## src/rtl/instr_loader_pkg.sv

```systemverilog
// Shared types and constants for the byte-serial instruction loader.
// Byte lanes are big-endian: the first byte of a word lands in bits [31:24].
package instr_loader_pkg;

  typedef enum logic [1:0] {
    IDLE  = 2'd0,
    RECV  = 2'd1,
    WRITE = 2'd2,
    DONE  = 2'd3
  } state_t;

  localparam int BYTES_PER_WORD = 4;
  localparam int BYTE_W         = 8;
  localparam int WORD_W         = BYTES_PER_WORD * BYTE_W;

  // LSB position of byte lane idx, where lane 0 is the first byte received.
  function automatic int lane_lsb(input int idx);
    return WORD_W - BYTE_W * (idx + 1);
  endfunction

endpackage

```

## src/rtl/instr_loader_byte_packer.sv

```systemverilog
// Packs four serial bytes into one big-endian word.
// o_word already includes the byte being accepted this cycle, so the parent can capture it on the 4th byte.
module instr_loader_byte_packer
  import instr_loader_pkg::*;
(
  input  logic              clk,
  input  logic              rst,
  input  logic              i_clear,
  input  logic              i_accept,
  input  logic [BYTE_W-1:0] i_byte,
  output logic [WORD_W-1:0] o_word,
  output logic              o_full
);

  logic [1:0]        r_idx;
  logic [WORD_W-1:0] r_word;
  logic [WORD_W-1:0] w_word_next;

  genvar gi;
  generate
    for (gi = 0; gi < BYTES_PER_WORD; gi++) begin : g_lane
      localparam int LSB = lane_lsb(gi);
      assign w_word_next[LSB +: BYTE_W] = (i_accept && (r_idx == 2'(gi))) ? i_byte
                                                                         : r_word[LSB +: BYTE_W];
    end
  endgenerate

  assign o_word = w_word_next;
  assign o_full = i_accept && (r_idx == 2'(BYTES_PER_WORD - 1));

  always_ff @(posedge clk) begin
    if (rst || i_clear) begin
      r_idx  <= '0;
      r_word <= '0;
    end else if (i_accept) begin
      r_idx  <= r_idx + 2'd1;
      r_word <= w_word_next;
    end
  end

endmodule

```

## src/rtl/instr_loader.sv

```systemverilog
// Byte-serial program loader: packs a byte stream into 32-bit words and writes them
// to consecutive word addresses of the instruction memory while stalling the CPU.
module instr_loader
  import instr_loader_pkg::*;
#(
  parameter int ADDR_W    = 32,
  parameter int MEM_BYTES = 128,
  parameter int CNT_W     = 8
) (
  input  logic              clk,
  input  logic              rst,
  input  logic              start,
  input  logic [ADDR_W-1:0] base_addr,
  input  logic [CNT_W-1:0]  word_count,
  input  logic [7:0]        in_byte,
  input  logic              in_valid,
  output logic              in_ready,
  output logic [ADDR_W-1:0] mem_addr,
  output logic [31:0]       mem_wdata,
  output logic              mem_we,
  output logic              busy,
  output logic              done,
  output logic              err,
  output logic              cpu_hold
);

  state_t             r_state;
  state_t             w_state_next;
  logic [ADDR_W-1:0]  r_base;
  logic [CNT_W-1:0]   r_count;
  logic [CNT_W-1:0]   r_words_written;
  logic               r_busy;
  logic               r_err;
  logic [ADDR_W-1:0]  r_mem_addr;
  logic [31:0]        r_mem_wdata;

  logic               w_accept;
  logic               w_full;
  logic [31:0]        w_packed;
  logic [ADDR_W+1:0]  w_end;
  logic               w_illegal;
  logic [CNT_W-1:0]   w_written_inc;

  // End address is formed two bits wider than the address so it can never wrap.
  assign w_end         = {2'b00, base_addr} + (ADDR_W + 2)'({word_count, 2'b00});
  assign w_illegal     = (base_addr[1:0] != 2'b00) || (w_end > (ADDR_W + 2)'(MEM_BYTES));
  assign w_accept      = in_valid && in_ready;
  assign w_written_inc = r_words_written + CNT_W'(1);

  instr_loader_byte_packer u_packer (
    .clk      (clk),
    .rst      (rst),
    .i_clear  (r_state == IDLE),
    .i_accept (w_accept),
    .i_byte   (in_byte),
    .o_word   (w_packed),
    .o_full   (w_full)
  );

  always_ff @(posedge clk) begin
    if (rst) begin
      r_state <= IDLE;
    end else begin
      r_state <= w_state_next;
    end
  end

  always_comb begin
    w_state_next = r_state;
    case (r_state)
      IDLE: begin
        if (start && !w_illegal) begin
          w_state_next = (word_count == '0) ? DONE : RECV;
        end
      end
      RECV: begin
        if (w_full) begin
          w_state_next = WRITE;
        end
      end
      WRITE: begin
        w_state_next = (w_written_inc == r_count) ? DONE : RECV;
      end
      DONE: begin
        w_state_next = IDLE;
      end
      default: w_state_next = IDLE;
    endcase
  end

  always_comb begin
    in_ready = (r_state == RECV);
    mem_we   = (r_state == WRITE);
    done     = (r_state == DONE);
  end

  // Address and data are captured on the 4th byte so they are stable throughout WRITE.
  always_ff @(posedge clk) begin
    if (rst) begin
      r_base          <= '0;
      r_count         <= '0;
      r_words_written <= '0;
      r_busy          <= 1'b0;
      r_err           <= 1'b0;
      r_mem_addr      <= '0;
      r_mem_wdata     <= '0;
    end else begin
      case (r_state)
        IDLE: begin
          if (start) begin
            r_err <= w_illegal;
            if (!w_illegal) begin
              r_base          <= base_addr;
              r_count         <= word_count;
              r_words_written <= '0;
              r_busy          <= (word_count != '0);
            end
          end
        end
        RECV: begin
          if (w_full) begin
            r_mem_addr  <= r_base + ADDR_W'({r_words_written, 2'b00});
            r_mem_wdata <= w_packed;
          end
        end
        WRITE: begin
          r_words_written <= w_written_inc;
        end
        DONE: begin
          r_busy <= 1'b0;
        end
        default: ;
      endcase
    end
  end

  assign busy      = r_busy;
  assign cpu_hold  = r_busy;
  assign err       = r_err;
  assign mem_addr  = r_mem_addr;
  assign mem_wdata = r_mem_wdata;

endmodule

```

## config.mk

```make
export PLATFORM = sky130hd
export DESIGN_NAME = instr_loader
export DESIGN_NICKNAME = d
export VERILOG_FILES = /design/src/rtl/instr_loader_pkg.sv /design/src/rtl/instr_loader_byte_packer.sv /design/src/rtl/instr_loader.sv
export SDC_FILE = /design/constraint.sdc
export NUM_CORES = 1
export LEC_CHECK = 0
export ABC_AREA = 1
export CORE_MARGIN = 2
export CORE_UTILIZATION = 38
export DETAILED_ROUTE_END_ITERATION = 10
export SLEW_MARGIN = 25
export SYNTH_ARGS = -nofsm -noshare
export SYNTH_HDL_FRONTEND = slang
export SYNTH_HIERARCHICAL = 1
export SYNTH_SLANG_ARGS = --single-unit
```

## constraint.sdc

```tcl
create_clock -name clk -period 2.9 [get_ports clk]
set_clock_uncertainty 0.2 [all_clocks]
set_input_delay 0.87 -clock clk [delete_from_list [all_inputs] [get_ports clk]]
set_output_delay 0.87 -clock clk [all_outputs]
set_load 0.02 [all_outputs]
```

Word level (Yosys, flattened, before mapping)
Cells that the tools add are included.

Bits in registers: 150. Output and inout port bits: 70. Word-level logic and storage cells: 64.

$add $sub $neg: 4. $lt $le $gt $ge: 1. Equality and inequality tests: 11. Muxes and demuxes: 15. Bitwise logic cells: 1. Reduce and logical (&&, ||, !) cells: 22.

Operators by type and width (count): $mux 8 (6); $add 32x10->33 (1); $gt 33x8->1 const B (1); $add 32x10->32 (1); $pmux 8 s2 (1); $reduce_and 3->1 (3); $add 8x1->8 const B (1); $eq 2x2->1 const B (4); $eq 8x8->1 (1); $logic_not 8->1 (1); $mux 2 (4); $pmux 2 s4 (1); $reduce_bool 8->1 (1); $logic_and 1x1->1 (6); $ne 2x2->1 const B (3); $reduce_and 2->1 (3); $reduce_bool 2->1 (3); $eq 2x1->1 const B (2); $logic_not 2->1 (2); $add 2x1->2 const B (1); $logic_or 1x1->1 (2); $mux 1 (2); $ne 2x1->1 const B (1); $pmux 1 s2 (1); 2 further kinds (2).

Depth between registers and ports, before layout
Gate-level depths: netlist of the first run.

Depth in word-level cells: 7. Depth in mapped cells: 19. Gate-level depth less buffers: 19.

By module
The synthesis of the first run kept the hierarchy.

By module, submodules not included: instr_loader (instances 1, cells each 1007, area each 6591.3 um^2, seq. area each 2322.2 um^2); instr_loader_byte_packer (instances 1, cells each 265, area each 1676.6 um^2, seq. area each 680.7 um^2).

Worst setup path after synthesis of the first run
No wires, ideal clock.

Path type: in2reg. Start: input base_addr[2]. End: register r_count[3]. Setup time: 0.116 ns. Arrival: 2.867 ns. Data required time: 2.584 ns. Setup slack: -0.283 ns. Stages: 16. Path through: ha_1 fa_1 or2_2 a21oi_1 nand2_1 nor2_1 nand2_1 nand2_1 nand3_1 nor2_1 nand3_1 nor2_2 nand3_2 buf_2 nor2_1 nor2_1.

Longest elaborated chain between the ends: 5.

Ends and longest elaborated chain: start, declared (RTL line instr_loader.sv:13) `input logic [ADDR_W-1:0] base_addr,`; $add 32x10->33 (RTL line instr_loader.sv:45) `assign w_end = {2'b00, base_addr} + (ADDR_W + 2)'({word_count, 2'b00});`; $gt 33x8->1 (RTL line instr_loader.sv:46) `assign w_illegal = (base_addr[1:0] != 2'b00) || (w_end > (ADDR_W + 2)'(MEM_BYTES));`; $logic_or 1x1->1 (RTL line instr_loader.sv:46); $not 1->1 (no line); $reduce_and 3->1 (no line); end signal, assigned (RTL line instr_loader.sv:114) `r_count <= word_count;`; end, declared (RTL line instr_loader.sv:30) `logic [CNT_W-1:0] r_count;`.

No other way between the ends. A chain may end at the register's enable or synchronous reset.

Worst setup path after layout of the first run
Start: input word_count[5]. End: register r_busy (netlist: busy).

Longest elaborated chain between the ends: 5. Elaborated cells on any way between the ends: 9. Classes of those cells: add/sub (1); order compare (1); eq/ne (1); mux (3); reduce/logical (3).

Ends and longest elaborated chain: start, declared (RTL line instr_loader.sv:14) `input logic [CNT_W-1:0] word_count,`; $add 32x10->33 (RTL line instr_loader.sv:45); $gt 33x8->1 (RTL line instr_loader.sv:46); $logic_or 1x1->1 (RTL line instr_loader.sv:46); $ne 2x2->1 (no line); $reduce_and 3->1 (no line); end signal, assigned (RTL line instr_loader.sv:116) `r_busy <= (word_count != '0);`; end, declared (RTL line instr_loader.sv:32) `logic r_busy;`.

Several ways; a longest one is shown, not always the timed one. The select of a mux whose other input is x is not followed.

==> impl_results.md, run 1 <==
* Initial antenna violation count at 0
* CP startpoint: word_count[5]
* CP endpoint kind: flip-flop
* Data required, critical path at 3.01 ns
* Clk pwr share at 45.0%
* Commonest non-fill, non-tap cell in the layout: nand2_1
* H-tree lvl count at 4
* Reg power frac at 42.9%
* IO Count at 122
* Cell Area, Synth at 8270 um2
* Clock Latency Late Sink at 0.42 ns
* Sw power at 1.19 mW
* Initial Util at 39.0%
* DRT Pass-1 Iters at 5
* Status: finished, violations left
* Hold Startpoint: r_base[31]$_SDFFE_PP0P_
* Fin crit share at 106%
* DPL Wire Length at 18100 um
* CP startpoint kind: input pin
* DR vias at 8403
* Number of diodes at 0
* Final min period at 3.08 ns
* Die Width at 152 um
* Fraction of registers with async set/reset at 0%
* Die area at 23000 um2
* CTS root buf: clkbuf_16
* TritonCTS clock tree: built
* Die Ht at 152 um
* Syn avg cell area at 6.50 um2
* Yosys warns at 6
* Total power at 4.83 mW
* GR Overflow Total at 0
* CP arrival at 3.19 ns
* Max capacitance violation total at 0
* Failing checks: negative setup slack
* Antenna-violating nets left at 0
* Sum Neg Setup Slack at -5.10 ns
* Largest net degree at the start of global routing at 39
* Post-Synthesis Net Count at 1347
* Final hold vios at 0
* Switching Share at 24.7%
* Num CTS Buffers at 17
* Worst Path Max Fanout at 4
* Vias in the first global route at 8118
* Synth-to-Final Area Change at 41.6%
* DRT iter0 DRCs at 433
* Total Routing Usage GR at 21.4%
* Maximum root-to-sink buffer count at 2
* Setup CP Type: in2reg
* VDD IR max at 0.000381 V
* CTS clk-pin slew, worst paths at 0.06 ns
* Cell leakage power at 5.76 nW
* Worst hold path class: reg2reg
* Cell Rows at 53
* Clk sink count at 150
* F_max at 325 MHz
* Slew Viols, Final at 0
* Setup violators final at 51
* P per Cell Area at 412 nW/um2
* Worst r2r src: r_words_written[0]$_SDFFE_PP0P_
* Yosys cell types at 47
* Unrepaired setup endpoints after global routing: yes
* Combinational Power Share at 12.1%
* Most frequent cells in the layout: 241 x nand2_1, 218 x inv_1, 182 x nor2_1
* Cell count after synthesis at 1272
* Vias per Instance at 4.74
* Seq/Total Area, Yosys at 36.3%
* WL/cell at 13.7 um
* Layout cells sized above 1 at 19.4%
* Post-synth EDFFs at 0
* Top_reg_cell synth: dfxtp_1
* Worst slew margin at 64.0%
* Final Net Count at 1560
* Yosys reg bits at 150
* Int Pwr at 3.64 mW
* DRC violations left at 0
* First-pass GRT wire length at 39300 um
* Worst hold slack at 0.276 ns
* Final WS setup at -0.180 ns
* Area of the core at 21200 um2
* Drt total wl at 24200 um
* Tightest Pin Transition at 0.533 ns
* # hold bufs at CTS at 0
* Port Buffers at 121
* RD Place Congestion at 0.918
## critical path, stage by stage
cell and delay (ns):
clkdlybuf4s15_2 0.22, ha_4 0.32, nand2_4 0.07, buf_4 0.14, nor2_4 0.10, nand3_2 0.11
nand3_4 0.12, buf_4 0.12, o21ai_1 0.05, clkinv_1 0.04, nand2_1 0.05, nor2_2 0.13
nand3_1 0.12, nor2_4 0.15, nand3_4 0.15, inv_8 0.13, buf_6 0.10, nand2_2 0.04
and3_4 0.13
## power by group through the flow
stage	registers, mW	logic [mW]	clock network (mW)
3_3_place_gp	2.12	0.498	0
2_1_floorplan	2.12	0.240	0
5_1_grt	2.07	0.636	2.31
4_1_cts	2.07	0.557	2.22
3_5_place_dp	2.12	0.497	0
6_report	2.07	0.586	2.17
## cells in the mapped netlist (2+ instances only)
| cell | instances | area, um2 |
|---|---|---|
| nand2_1 | 260 | 976 |
| inv_1 | 226 | 848 |
| nor2_1 | 195 | 732 |
| dfxtp_1 | 150 | 3000 |
| nand3_1 | 120 | 601 |
| o21ai_0 | 65 | 325 |
| a21oi_1 | 32 | 160 |
| ha_1 | 21 | 263 |
| clkbuf_1 | 19 | 71.3 |
| nor3_1 | 17 | 85.1 |
| xor2_1 | 16 | 140 |
| o211ai_1 | 13 | 97.6 |
| nand4_1 | 12 | 75.1 |
| o21bai_1 | 12 | 90.1 |
| buf_2 | 11 | 55.1 |
| o21ai_1 | 11 | 55.1 |
| nand2_2 | 10 | 62.6 |
| or2_2 | 9 | 56.3 |
| xnor2_1 | 8 | 70.1 |
| nor4_1 | 7 | 43.8 |
| buf_1 | 6 | 22.5 |
| nand3b_1 | 6 | 45.0 |
| nor2_2 | 5 | 31.3 |
| buf_6 | 4 | 45.0 |
| a21boi_0 | 3 | 22.5 |
| and2_1 | 3 | 18.8 |
| buf_4 | 3 | 22.5 |
| nand3_2 | 3 | 30.0 |
| a31oi_1 | 2 | 12.5 |
| and3_1 | 2 | 12.5 |
| fa_1 | 2 | 40.0 |
| nor3_2 | 2 | 20.0 |
| nor4b_1 | 2 | 17.5 |
| or2_1 | 2 | 12.5 |
## through the flow
step	cell area (um2)	worst slack [ns]	utilization, %	std cells
2_1_floorplan	8350	-0.206	-	1272
3_3_place_gp	10600	-1.14	49.7	1728
3_5_place_dp	10600	-1.15	49.7	1728
4_1_cts	11500	-0.105	54.1	1766
5_1_grt	11700	-0.297	55.2	1772
6_report	11700	-0.180	55.2	1772
## flip-flops by register name (all words and copies together), names as in the netlist
name	cells
mem_wdata	32
r_state	2
r_base	32
busy	1
r_words_written	8
u_packer/r_word	32
mem_addr	32
err	1
u_packer/r_idx	2
r_count	8
## layer usage
| metal | vias to the layer above | GRT usage (%) | part of all wire [%] |
|---|---|---|---|
| met5 | - | 0 | 0 |
| met4 | 0 | 6.57 | 2.5 |
| met3 | 39 | 4.22 | 4.1 |
| met2 | 194 | 36.5 | 47 |
| met1 | 3757 | 27.3 | 47 |
| li1 | 4413 | - | - |
## area by class of cell
| class | instances | area, um2 |
|---|---|---|
| multi-input combinational | 850 | 4710 |
| tap | 275 | 344 |
| inverter | 229 | 867 |
| timing repair buffer | 237 | 2200 |
| clock buffer | 20 | 457 |
| clock inverter | 11 | 123 |
| sequential | 150 | 3010 |
| fill | 2102 | 9510 |
## timing repair
item / CTS / global route
gates resized for setup: 132 / 66
cloned: 1 / 0
pin swaps: 46 / 30
endpoints found under the setup margin: 52 / 63
hold endpoints to repair: 0 / 0
setup buffers: 6 / 6
## worst paths after layout
path	end	slack, ns	depth (start not counted)
worst max-delay path	busy$_SDFFE_PP0P_	-0.18	19
worst min-delay path	r_base[31]$_SDFFE_PP0P_	0.28	2
worst max register to register	mem_addr[28]$_SDFFE_PP0P_	0.20	16
worst min register to register	r_base[31]$_SDFFE_PP0P_	0.28	2
## kinds of logic after synthesis
family | count (synthesis) | share of synthesized area, %
simple gates | 659 | 34.6
fa+ha+maj | 23 | 3.66
buf+inv | 272 | 13.0
xor+xnor | 24 | 2.54
compound gates | 144 | 9.84
flops | 150 | 36.3
Power figures use the tool's default switching activity.
==> run 2, diff against run 1 <==
--- a/config.mk
+++ b/config.mk
@@ -9,8 +9,10 @@
 export CORE_MARGIN = 2
 export CORE_UTILIZATION = 38
 export DETAILED_ROUTE_END_ITERATION = 10
+export GPL_TIMING_DRIVEN = 0
 export SLEW_MARGIN = 25
 export SYNTH_ARGS = -nofsm -noshare
 export SYNTH_HDL_FRONTEND = slang
 export SYNTH_HIERARCHICAL = 1
 export SYNTH_SLANG_ARGS = --single-unit
+export TNS_END_PERCENT = 1
==> run 2 against run 1 <==
The run still ends with negative setup slack left. Combinational power is 12% lower. First-iteration DRC count up 30%. Final area down 3.6%. Power increased by 5.2%. Largest cell class unchanged.
==> impl_results.md, run 2 (synthesis results as in run 1) <==
* Fin crit share at 106% (about the same)
* Die Ht at 152 um (unchanged)
* WL/cell at 14.1 um (+3.5%)
* Failing checks: negative setup slack
* Number of diodes at 0 (unchanged)
* Largest net degree at the start of global routing at 17 (-56%)
* P per Cell Area at 450 nW/um2 (+9.2%)
* Synth-to-Final Area Change at 36.5%
* H-tree lvl count at 4 (unchanged)
* Total power at 5.08 mW (+5.2%)
* Setup violators final at 50 (-2.0%)
* Final Net Count at 1513 (-3.0%)
* CTS clk-pin slew, worst paths at 0.06 ns (about the same)
* Worst hold slack at 0.263 ns (-0.0135 ns)
* Antenna-violating nets left at 0 (unchanged)
* Cell leakage power at 5.52 nW (-4.1%)
* Filler Cells Inserted at 2123 (+1.0%)
* DPL Wire Length at 18100 um (-0.33%)
* Slew Viols, Final at 0 (unchanged)
* CTS root buf: clkbuf_16
* Total Routing Usage GR at 21.7% (+0.27 points)
* Num CTS Buffers at 17 (unchanged)
* Layout cells sized above 1 at 15.2% (-4.2 points)
* Area of the core at 21200 um2 (unchanged)
* Maximum root-to-sink buffer count at 2 (unchanged)
* RD Place Congestion at 0.894 (-2.6%)
* Initial antenna violation count at 0 (unchanged)
* Worst hold path class: reg2reg
* IO Count at 122 (unchanged)
* Port Buffers at 121 (unchanged)
* DRT iter0 DRCs at 561 (+30%)
* Most frequent cells in the layout: 241 x nand2_1, 225 x inv_1, 171 x nor2_1
* # hold bufs at CTS at 0 (unchanged)
* Vias per Instance at 4.80 (+1.2%)
* F_max at 325 MHz (about the same)
* Unrepaired setup endpoints after global routing: yes
* Status: finished, violations left
* First-pass GRT wire length at 39100 um (-0.46%)
* DRC violations left at 0 (unchanged)
* Final hold vios at 0 (unchanged)
* Final min period at 3.08 ns (-0.00300 ns)
* Clock Latency Late Sink at 0.42 ns (about the same)
* Die area at 23000 um2 (unchanged)
* Worst slew margin at 63.5% (-0.44 points)
* Clk sink count at 150 (unchanged)
* Die Width at 152 um (unchanged)
* Vias in the first global route at 7793 (-4.0%)
* Tightest Pin Transition at 0.547 ns (+0.0141 ns)
* CP endpoint kind: flip-flop
* Setup CP Type: in2reg
* VDD IR max at 0.000378 V (-0.90%)
* DRT Pass-1 Iters at 5 (unchanged)
* CP startpoint kind: input pin
* DR vias at 8283 (-1.4%)
* GR Overflow Total at 0 (unchanged)
* Cell Rows at 53 (unchanged)
* Commonest non-fill, non-tap cell in the layout: nand2_1
* Initial Util at 39.0% (unchanged)
* Data required, critical path at 3.02 ns (about the same)
* Final WS setup at -0.177 ns (+0.00300 ns)
* TritonCTS clock tree: built
* Worst Path Max Fanout at 6 (+2)
* Drt total wl at 24400 um (+0.78%)
* Max capacitance violation total at 0 (unchanged)
* CP arrival at 3.19 ns (about the same)
-- run 2: changes by cell type in the layout (fill, tap and decap cells not counted), moves of 7 or more --
cell             before  now
buf_12                9    2
inv_1               218  225
clkbuf_1              1   10
nor2_2                8   17
o21ai_2              13    1
buf_2                 7   16
nor2_1              182  171
o21ai_1               7   17
buf_4               101   26
dlygate4sd2_1         3   12
inv_2                 9    2
clkdlybuf4s50_1      97   89
-- run 2: per-layer routing --
layer  track usage [%]  share of wire [%]  wire [um]
met5                 0                  0          0
met4              4.86                1.0        248
met3              3.32                4.2       1030
met2              35.7                 47      11400
met1              30.0                 48      11800
-- run 2: worst paths after layout --
| check | startpoint | endpoint | slack, ns | cells after the start |
|---|---|---|---|---|
| hold / removal | r_base[0]$_SDFFE_PP0P_ | r_base[0]$_SDFFE_PP0P_ | 0.26 | 2 |
| hold reg to reg | r_base[0]$_SDFFE_PP0P_ | r_base[0]$_SDFFE_PP0P_ | 0.26 | 2 |
| setup / recovery | word_count[0] | r_count[1]$_SDFFE_PP0P_ | -0.18 | 20 |
| setup reg to reg | r_base[2]$_SDFFE_PP0P_ | mem_addr[30]$_SDFFE_PP0P_ | 0.17 | 18 |
-- run 2: where the power goes --
| group | leakage (nW) | internal (mW) | switching (mW) |
|---|---|---|---|
| Sequential | 1.21 | 2.06 | 0.00438 |
| Combinational | 4.00 | 0.201 | 0.315 |
| Clock | 0.314 | 1.59 | 0.914 |
| Total | 5.52 | 3.85 | 1.23 |
-- run 2: what timing repair did --
item / 4_1_cts / 5_1_grt
setup endpoints to repair: 117 / 115
resized for setup: 189 / 37
setup buffers: 24 / 0
pin swaps: 41 / 10
gates cloned: 3 / 0
-- run 2: stage by stage --
stage                     cells  cell area (um2)  setup TNS (ns)  utilization, %  worst slack, ns
after floorplan            1272             8320           -8.76               -           -0.206
after global placement     1668             9880         -107.16            46.6            -1.23
after detailed placement   1668             9880         -111.15            46.6            -1.22
after CTS                  1726            11200           -3.93            52.8           -0.141
after global routing       1726            11300          -14.22            53.2           -0.342
final                      1726            11300           -5.45            53.2           -0.177
-- run 2: critical path, stage by stage --
cell	delay (ns)
buf_8	0.10
ha_4	0.15
fa_2	0.38
nand2_4	0.10
nand3_4	0.08
nand3_4	0.11
nand2_4	0.08
buf_4	0.14
nand2_1	0.05
nand2_1	0.04
nand2_1	0.05
nand2_1	0.05
inv_1	0.04
nand2_1	0.07
nor3_4	0.25
nand3_4	0.14
buf_12	0.18
buf_12	0.14
nor2_4	0.11
nor2_1	0.04
-- run 2: area by class of cell --
class | count | area, um2 | area share (%)
tap | 275 | 344 | 3.05
buffer | 42 | 287 | 2.54
sequential | 150 | 3010 | 26.6
clock buffer | 19 | 453 | 4.01
timing repair buffer | 148 | 1440 | 12.8
clock inverter | 13 | 218 | 1.93
multi-input combinational | 850 | 4670 | 41.4
inverter | 229 | 865 | 7.66
